File: config.mk
export PLATFORM = sky130hd
export DESIGN_NAME = dispatch_buffer_flat
export DESIGN_NICKNAME = d
export VERILOG_FILES = /design/src/rtl/dispatch_buffer_if.sv /design/src/rtl/dispatch_buffer.sv /design/src/flat_wrapper.sv
export SDC_FILE = /design/constraint.sdc
export NUM_CORES = 1
export LEC_CHECK = 0
export BUFFER_PORTS_ARGS = -buffer_cell sky130_fd_sc_hd__buf_2
export CAP_MARGIN = 20
export CORE_ASPECT_RATIO = 1.2
export CORE_MARGIN = 8
export CORE_UTILIZATION = 40
export DETAILED_ROUTE_END_ITERATION = 8
export PLACE_DENSITY = 0.67
export SETUP_SLACK_MARGIN = 0.4
export SLEW_MARGIN = 25
export SYNTH_ARGS = -nofsm -noshare
export SYNTH_HDL_FRONTEND = slang
export SYNTH_SLANG_ARGS = --single-unit
export TNS_END_PERCENT = 30
File: constraint.sdc
create_clock -name clk -period 7.1 [get_ports clk]
set_input_delay 0.71 -clock clk [delete_from_list [all_inputs] [get_ports clk]]
set_output_delay 0.71 -clock clk [all_outputs]
set_load 0.05 [all_outputs]
File: src/rtl/dispatch_buffer_if.sv
// Entry type carried from rename/dispatch to the ALU reservation station, and the
// handshake bundle between dispatch, the dispatch buffer and the RS.
package dispatch_pkg;
    typedef struct packed {
        logic [5:0]  rob_idx;
        logic [6:0]  prd;
        logic [6:0]  prs1;
        logic [6:0]  prs2;
        logic [3:0]  alu_op;
        logic        use_imm;
        logic [31:0] imm;
    } dispatch_pipeline_data;
endpackage

interface dispatch_buffer_if #(
    parameter int DEPTH = 4
);
    import dispatch_pkg::*;
    localparam int CNT_W = $clog2(DEPTH) + 1;

    logic                  flush;
    logic                  valid_in;
    logic                  ready_in;
    dispatch_pipeline_data data_in;
    logic                  valid_out;
    logic                  ready_out;
    dispatch_pipeline_data data_out;
    logic [CNT_W-1:0]      count;

    modport slave (
        input  flush, valid_in, data_in, ready_out,
        output ready_in, valid_out, data_out, count
    );

    modport master (
        output flush, valid_in, data_in, ready_out,
        input  ready_in, valid_out, data_out, count
    );
endinterface

File: src/rtl/dispatch_buffer.sv
// Elastic in-order FIFO between dispatch and the ALU RS: 1-cycle push-to-output latency,
// no bypass; ready_in/valid_out decode only the registered count, flush drops all entries.
module dispatch_buffer
    import dispatch_pkg::*;
#(
    parameter int DEPTH = 4
) (
    input  logic              clk,
    input  logic              reset,
    dispatch_buffer_if.slave  bus
);
    localparam int PTR_W = $clog2(DEPTH);
    localparam int CNT_W = $clog2(DEPTH) + 1;

    dispatch_pipeline_data storage_q [DEPTH];

    logic [PTR_W-1:0] wr_ptr_q, wr_ptr_d;
    logic [PTR_W-1:0] rd_ptr_q, rd_ptr_d;
    logic [CNT_W-1:0] count_q, count_d;
    logic             ready_in;
    logic             valid_out;
    logic             push;
    logic             pop;

    assign ready_in      = (count_q != CNT_W'(DEPTH));
    assign valid_out     = (count_q != '0);
    assign push          = bus.valid_in & ready_in;
    assign pop           = valid_out & bus.ready_out;

    assign bus.ready_in  = ready_in;
    assign bus.valid_out = valid_out;
    assign bus.data_out  = storage_q[rd_ptr_q];
    assign bus.count     = count_q;

    always_comb begin
        wr_ptr_d = wr_ptr_q;
        rd_ptr_d = rd_ptr_q;
        count_d  = count_q;
        // Flush wins over any handshake seen in the same cycle.
        if (bus.flush) begin
            wr_ptr_d = '0;
            rd_ptr_d = '0;
            count_d  = '0;
        end else begin
            if (push) begin
                wr_ptr_d = wr_ptr_q + PTR_W'(1);
            end
            if (pop) begin
                rd_ptr_d = rd_ptr_q + PTR_W'(1);
            end
            if (push && !pop) begin
                count_d = count_q + CNT_W'(1);
            end else if (pop && !push) begin
                count_d = count_q - CNT_W'(1);
            end
        end
    end

    always_ff @(posedge clk or posedge reset) begin
        if (reset) begin
            wr_ptr_q <= '0;
            rd_ptr_q <= '0;
            count_q  <= '0;
        end else begin
            wr_ptr_q <= wr_ptr_d;
            rd_ptr_q <= rd_ptr_d;
            count_q  <= count_d;
        end
    end

    always_ff @(posedge clk) begin
        if (push && !bus.flush) begin
            storage_q[wr_ptr_q] <= bus.data_in;
        end
    end
endmodule

File: src/flat_wrapper.sv
// flat-port wrapper written by rule: the top's interface ports become plain ports
module dispatch_buffer_flat import dispatch_pkg::*;
#(
    parameter int DEPTH = 4
)
  (clk, reset, bus_flush, bus_valid_in, bus_data_in, bus_ready_out, bus_ready_in, bus_valid_out, bus_data_out, bus_count);
  dispatch_buffer_if #(.DEPTH(DEPTH)) bus_i ();
  input  logic clk;
  input  logic reset;
  input wire logic [$bits(bus_i.flush)-1:0] bus_flush;
  input wire logic [$bits(bus_i.valid_in)-1:0] bus_valid_in;
  input wire logic [$bits(bus_i.data_in)-1:0] bus_data_in;
  input wire logic [$bits(bus_i.ready_out)-1:0] bus_ready_out;
  output wire logic [$bits(bus_i.ready_in)-1:0] bus_ready_in;
  output wire logic [$bits(bus_i.valid_out)-1:0] bus_valid_out;
  output wire logic [$bits(bus_i.data_out)-1:0] bus_data_out;
  output wire logic [$bits(bus_i.count)-1:0] bus_count;
  assign bus_i.flush = bus_flush;
  assign bus_i.valid_in = bus_valid_in;
  assign bus_i.data_in = bus_data_in;
  assign bus_i.ready_out = bus_ready_out;
  assign bus_ready_in = bus_i.ready_in;
  assign bus_valid_out = bus_i.valid_out;
  assign bus_data_out = bus_i.data_out;
  assign bus_count = bus_i.count;
  dispatch_buffer #(.DEPTH(DEPTH)) u_core (.clk(clk), .reset(reset), .bus(bus_i));
endmodule
==> results.cfg, run 1 <==
[die]
die-area_sq_um = 29800
core-area_sq_um = 24000
die_w_um = 159
ios = 138
floorplan.initialDensity_pct = 40.8
die_y_um = 187
row_count = 62

[run_status]
status = completed

[sta]
hold_violations = 0
tns_ns = 0
fin_crit_sh_pct = 51.6
slew_viol_final = 0
rsz0062_at_grt = false
maxSlewHeadroom_pct = 31.7
setup_ws_ns = 3.44
finalSetupViolCount = 0
finalClockSkew_ns = 0.0102
worstMarginPinSlew_ns = 1.02
min_period_ns = 3.66
fmax_mhz = 273

[place]
gp_congestion = 0.699
dp_slack_ns = 3.83
port_buffers = 137
dp_cells = 837
dp_hpwl_mm = 10.8

[grt]
grt_usage_pct = 12.4
grt_pass1_vias = 5119
grt_max_degree = 66
antenna_found_initial = 2
overflow = 0
grt_pass1_wl_mm = 29.2

[clocking]
cts_buffers = 27
clock_latency_ns = 0.52
htreeDepth = 1
path_clk_slew_ns = 0.06
cts.sinks = 263
cts-root-buf = clkbuf_16
cts_hold_buffers = 0
post_cts_resize_count = 0
cts.path.max_buffers = 3
cts_setup_buffers = 0
cts_tree = yes

[detailed_routing]
ant_nets = 0
wl_mm = 18.5
via_count = 4507
drtIter0Drc = 281
drc = 0
vias_per_cell = 5.06
wl_per_cell_um = 20.8
firstDrtPassIters = 4

[setup_path]
crit_end = bus_data_out[59]
r2r_setup_slack_ns = 4.54
r2r_cells = 7
cp_max_fo = 34
r2r-start = u_core.bus.count[2]
r2r_end = u_core.bus.count[2]
start_kind = flop
critPathKind = flop to output pin
crit_required_ns = 6.39
worst_setup_path_end_kind = output pin
critPathArrivalTime_ns = 2.95
worstSetupStartpoint = u_core.rd_ptr_q[0]

[yosys]
postSynthAreaPerCell_sq_um = 24.6
syn_nets = 472
postSynthRegisterBits = 263
synth_area_sq_um = 9790
yosysWarnings = 0
synth_cell_types = 33
synth_top_area_cell = edfxtp_1
synth_cells = 398
yosysTopAreaCellShare_pct = 78.5
yosys-top-cells-area = edfxtp_1, mux4_2, dfrtp_1, ha_1, buf_4
ys_seq_area_share_pct = 80.3

[pwr]
p_leak_nw = 3.93
irDropWorstVdd_mv = 0.267
clock_power_share_pct = 29.7
power_frac_seq_pct = 42.9
swShare_pct = 33.3
power.density_nw_per_um2 = 379
internal-power_mw = 2.96
switchingPower_mw = 1.48
p_comb_share_pct = 27.4

[job]
maxCapViolations = 0

[final_layout]
utilization_pct = 48.9
area_delta_synth_final_pct = 19.7
drive_above_1_share_pct = 45.3
diodes = 0
n_fill_cell = 1918
final_net_count = 624
final_cells = 890

[worst_hold_path]
min_path_type = input pin to async pin
cell type report:
cell class,count,area [sq um],share of cell area [%]
tap,320,400,3.42
clock inverter,19,153,1.30
inverter,8,30.0,0.256
clock buffer,30,687,5.86
timing repair buffer,142,788,6.73
sequential,263,7870,67.1
multi-input combinational,108,1790,15.3
worst min-delay path by stage:
stage	slack, ns	depth (start not counted)	end	start
CTS	0.13	2	u_core.rd_ptr_q[1]	reset
finish	0.14	2	u_core.rd_ptr_q[1]	reset
global placement	0.57	2	u_core.wr_ptr_q[0]	u_core.wr_ptr_q[0]
floorplan	0.51	1	u_core.bus.count[0]	reset
global route	0.14	2	u_core.wr_ptr_q[0]	reset
detailed placement	0.60	2	u_core.wr_ptr_q[0]	u_core.wr_ptr_q[0]
kinds of logic (layout without fill, tap and decap cells):
kind of cell / count (synthesis) / count (layout) / share of synthesized area (%)
flip-flops: 263 / 263 / 80.3
adder cells (fa/ha/maj): 5 / 5 / 0.716
AND/OR/NAND/NOR: 20 / 20 / 1.18
AO/OA/AOI/OAI: 14 / 14 / 1.06
multiplexers: 67 / 67 / 15.1
buffers and inverters: 27 / 199 / 1.47
XOR/XNOR: 2 / 2 / 0.179
cell usage in the layout (no fill, tap or decap), types with 2 or more instances in the layout:
master / n
nor2_1: 7
dfrtp_1: 5
buf_2: 137
o21ai_0: 3
buf_12: 2
and2_4: 4
edfxtp_1: 256
dfrtp_4: 2
mux2i_1: 2
o31ai_1: 2
clkinvlp_4: 2
inv_1: 8
ha_1: 4
clkinv_1: 4
bufinv_16: 2
clkinv_2: 9
nand3_1: 2
clkbuf_16: 27
mux4_2: 64
nand3b_1: 2
xor2_1: 2
buf_16: 2
a21oi_1: 2
clkbuf_1: 3
power by group through the flow:
stage	Sequential (mW)	Combinational, mW	Clock (mW)
final	1.90	1.22	1.32
after floorplan	1.87	1.04	0
after detailed placement	1.95	1.23	0
after global placement	1.94	1.22	0
after global routing	1.92	1.28	1.42
after CTS	1.91	1.24	1.36
stage by stage:
stage                     power, mW  cell area [sq um]  hold WS, ns
after floorplan                2.91               9790        0.513
after global placement         3.15              10800        0.569
after detailed placement       3.18              10800        0.601
after CTS                      4.51              11600        0.129
after global routing           4.63              11700        0.144
final                          4.44              11700        0.143
cells in the mapped netlist:
master and instances:
nor3_1 1, nand3b_1 2, or3_2 1, o311ai_0 1, mux2_4 1, dfrtp_1 7
o21ai_0 3, fa_1 1, o211a_1 1, a211o_1 1, o31ai_1 2, ha_1 4
mux2i_1 2, a21bo_2 1, buf_1 1, o211ai_1 1, inv_1 8, buf_6 2
buf_4 5, buf_2 7, nor2_1 7, edfxtp_1 256, nand3_1 2, nor3b_1 1
mux4_2 64, o311a_1 1, a21oi_1 2, and3_1 1, clkbuf_1 4, a311oi_1 1
and2_1 4, xor2_1 2, and4bb_2 1
per-layer routing:
layer | part of all wire [%] | GRT usage, % | routed length (um)
met2 | 51 | 21.8 | 9440
met3 | 6.2 | 3.17 | 1140
met4 | 1.6 | 3.63 | 299
met5 | 0.12 | 0 | 23
met1 | 41 | 14.7 | 7640
flip-flops by register name, summed over array words and instances, names as in the netlist:
name	count
u_core.bus.count	3
u_core.rd_ptr_q	2
u_core.storage_q	256
u_core.wr_ptr_q	2
worst max-delay path, stage by stage (launching register included):
cell     delay (ns)
dfrtp_4        0.85
buf_4          0.68
mux4_2         0.62
buf_2          0.24
Note: power is estimated with default switching activity, not from simulation.
==> run 2: changes to the inputs <==
==> constraint.sdc (replaced) <==
create_clock -name clk -period 3.74 [get_ports clk]
set_input_delay 0.374 -clock clk [delete_from_list [all_inputs] [get_ports clk]]
set_output_delay 0.374 -clock clk [all_outputs]
set_load 0.05 [all_outputs]
==> results.cfg, run 2 (synthesized netlist as in run 1, its figures left out) <==
[run_status]
status = completed

[final_layout]
largest-register = u_core.storage_q
mostFrequentLayoutCells = edfxtp_1, buf_2, mux4_2
fin_area_sq_um = 11600
drive_above_1_share_pct = 44.6
diodes = 0
mostFrequentLayoutCell = edfxtp_1
largest_reg_flops = 256
seqCellArea_sq_um = 7870
final_net_count = 622
multi_input_area_sq_um = 1790
area_delta_synth_final_pct = 19.0
n_fill_cell = 1921

[die]
floorplan.initialDensity_pct = 40.8
die_y_um = 187
core-area_sq_um = 24000
die-area_sq_um = 29800
ios = 138
row_count = 62
die_w_um = 159

[detailed_routing]
drtIter0Drc = 239
drc = 0
via_count = 4509
firstDrtPassIters = 4
wl_mm = 18.9
ant_nets = 0
vias_per_cell = 5.08
wl_per_cell_um = 21.3

[place]
placed_area_sq_um = 10800
port_buffers = 137
gp_congestion = 0.734
dp_hpwl_mm = 11.0

[sta]
min_period_ns = 2.82
slew_viol_final = 0
finalSetupViolCount = 0
hold_violations = 0
maxSlewHeadroom_pct = 32.9
rsz0062_at_grt = false
finalClockSkew_ns = 0.00964
fin_crit_sh_pct = 75.4
tns_ns = 0
worstMarginPinSlew_ns = 1.01
fmax_mhz = 354

[clocking]
cts_buffers = 25
path_clk_slew_ns = 0.06
post_cts_resize_count = 0
htreeDepth = 1
cts_tree = yes
cts.path.max_buffers = 3
clock_latency_ns = 0.52
cts.sinks = 263
cts-root-buf = clkbuf_16

[job]
maxCapViolations = 0

[setup_path]
cp_max_fo = 24
crit_required_ns = 3.37
crit_slowest_cell = dfrtp_4
r2r_setup_slack_ns = 1.14
start_kind = flop
crit_buf_inv = 2
critPathKind = flop to output pin
cp_top_family = buffers and inverters
slowest_delay_ns = 0.60
critPathArrivalTime_ns = 2.45
worst_setup_path_end_kind = output pin
crit_chain = buf_4 -> mux4_2 -> buf_2

[pwr]
irDropWorstVdd_mv = 0.575
p_leak_nw = 3.89
power.density_nw_per_um2 = 719

[grt]
antenna_found_initial = 2
grt_usage_pct = 12.5
grt_max_degree = 66
grt_pass1_wl_mm = 29.2
overflow = 0
grt_pass1_vias = 5074

[worst_hold_path]
min_path_type = input pin to flop
==> run 2: cell types whose count changed in the layout (fill, tap and decap cells not counted) <==
cell	change
clkbuf_1	+1
dlygate4sd3_1	+1
buf_16	-1
clkbuf_16	-2
clkinv_2	-2
==> run 2: metal layers <==
layer | up-vias | routed length, um | share of wire (%) | global-route usage, %
li1 | 1990 | - | - | -
met1 | 2325 | 7370 | 39 | 14.6
met2 | 157 | 10000 | 53 | 22.1
met3 | 33 | 1200 | 6.4 | 3.19
met4 | 4 | 323 | 1.7 | 3.63
met5 | - | 23 | 0.12 | 0
==> run 2: power breakdown <==
part | switching, mW | internal [mW] | total [mW]
Sequential | 0.155 | 3.41 | 3.56
Combinational | 1.62 | 0.776 | 2.40
Clock | 1.05 | 1.37 | 2.42
Total | 2.83 | 5.55 | 8.38
==> run 2: repair_timing <==
action,in CTS,in global routing
hold buffers,1,0
buffers inserted,0,0
hold endpoints to repair,7,0
==> run 2: worst register-to-register path, delay by kind of cell (launching register included) <==
family | cells | cell delay, ns
buffers and inverters | 1 | 0.16
AO/OA/AOI/OAI | 3 | 0.77
adder cells (fa/ha/maj) | 1 | 0.44
flip-flops | 1 | 0.53
AND/OR/NAND/NOR | 2 | 0.65
==> run 2: final cells by class <==
type	instances	area share [%]
Sequential cell	263	67.6
Clock inverter	17	1.22
Timing Repair Buffer	142	6.62
Clock buffer	29	5.50
Inverter	8	0.258
Multi-Input combinational cell	108	15.4
Tap cell	320	3.44
==> run 2: worst paths after layout <==
path,cells after the start,from,to
worst max-delay path,3,u_core.rd_ptr_q[0],bus_data_out[16]
worst min-delay path,1,bus_data_in[27],u_core.storage_q[0][27]
worst max register to register,7,u_core.bus.count[2],u_core.bus.count[2]
worst min register to register,2,u_core.wr_ptr_q[0],u_core.wr_ptr_q[0]
max in group asynchronous,3,reset,u_core.rd_ptr_q[0]
min in group asynchronous,3,reset,u_core.rd_ptr_q[1]
==> run 2: stage by stage <==
stage          util [%]  hold WS, ns  total power [mW]  worst slack [ns]  std cells
5_1_grt            48.6       0.0395              8.69             0.764        887
3_3_place_gp       45.1        0.333              6.02              1.37        838
3_5_place_dp       45.1        0.346              6.06              1.24        838
6_report           48.6       0.0629              8.38             0.918        887
4_1_cts            48.4       0.0327              8.48             0.834        885
2_1_floorplan         -        0.177              5.52             0.596        398
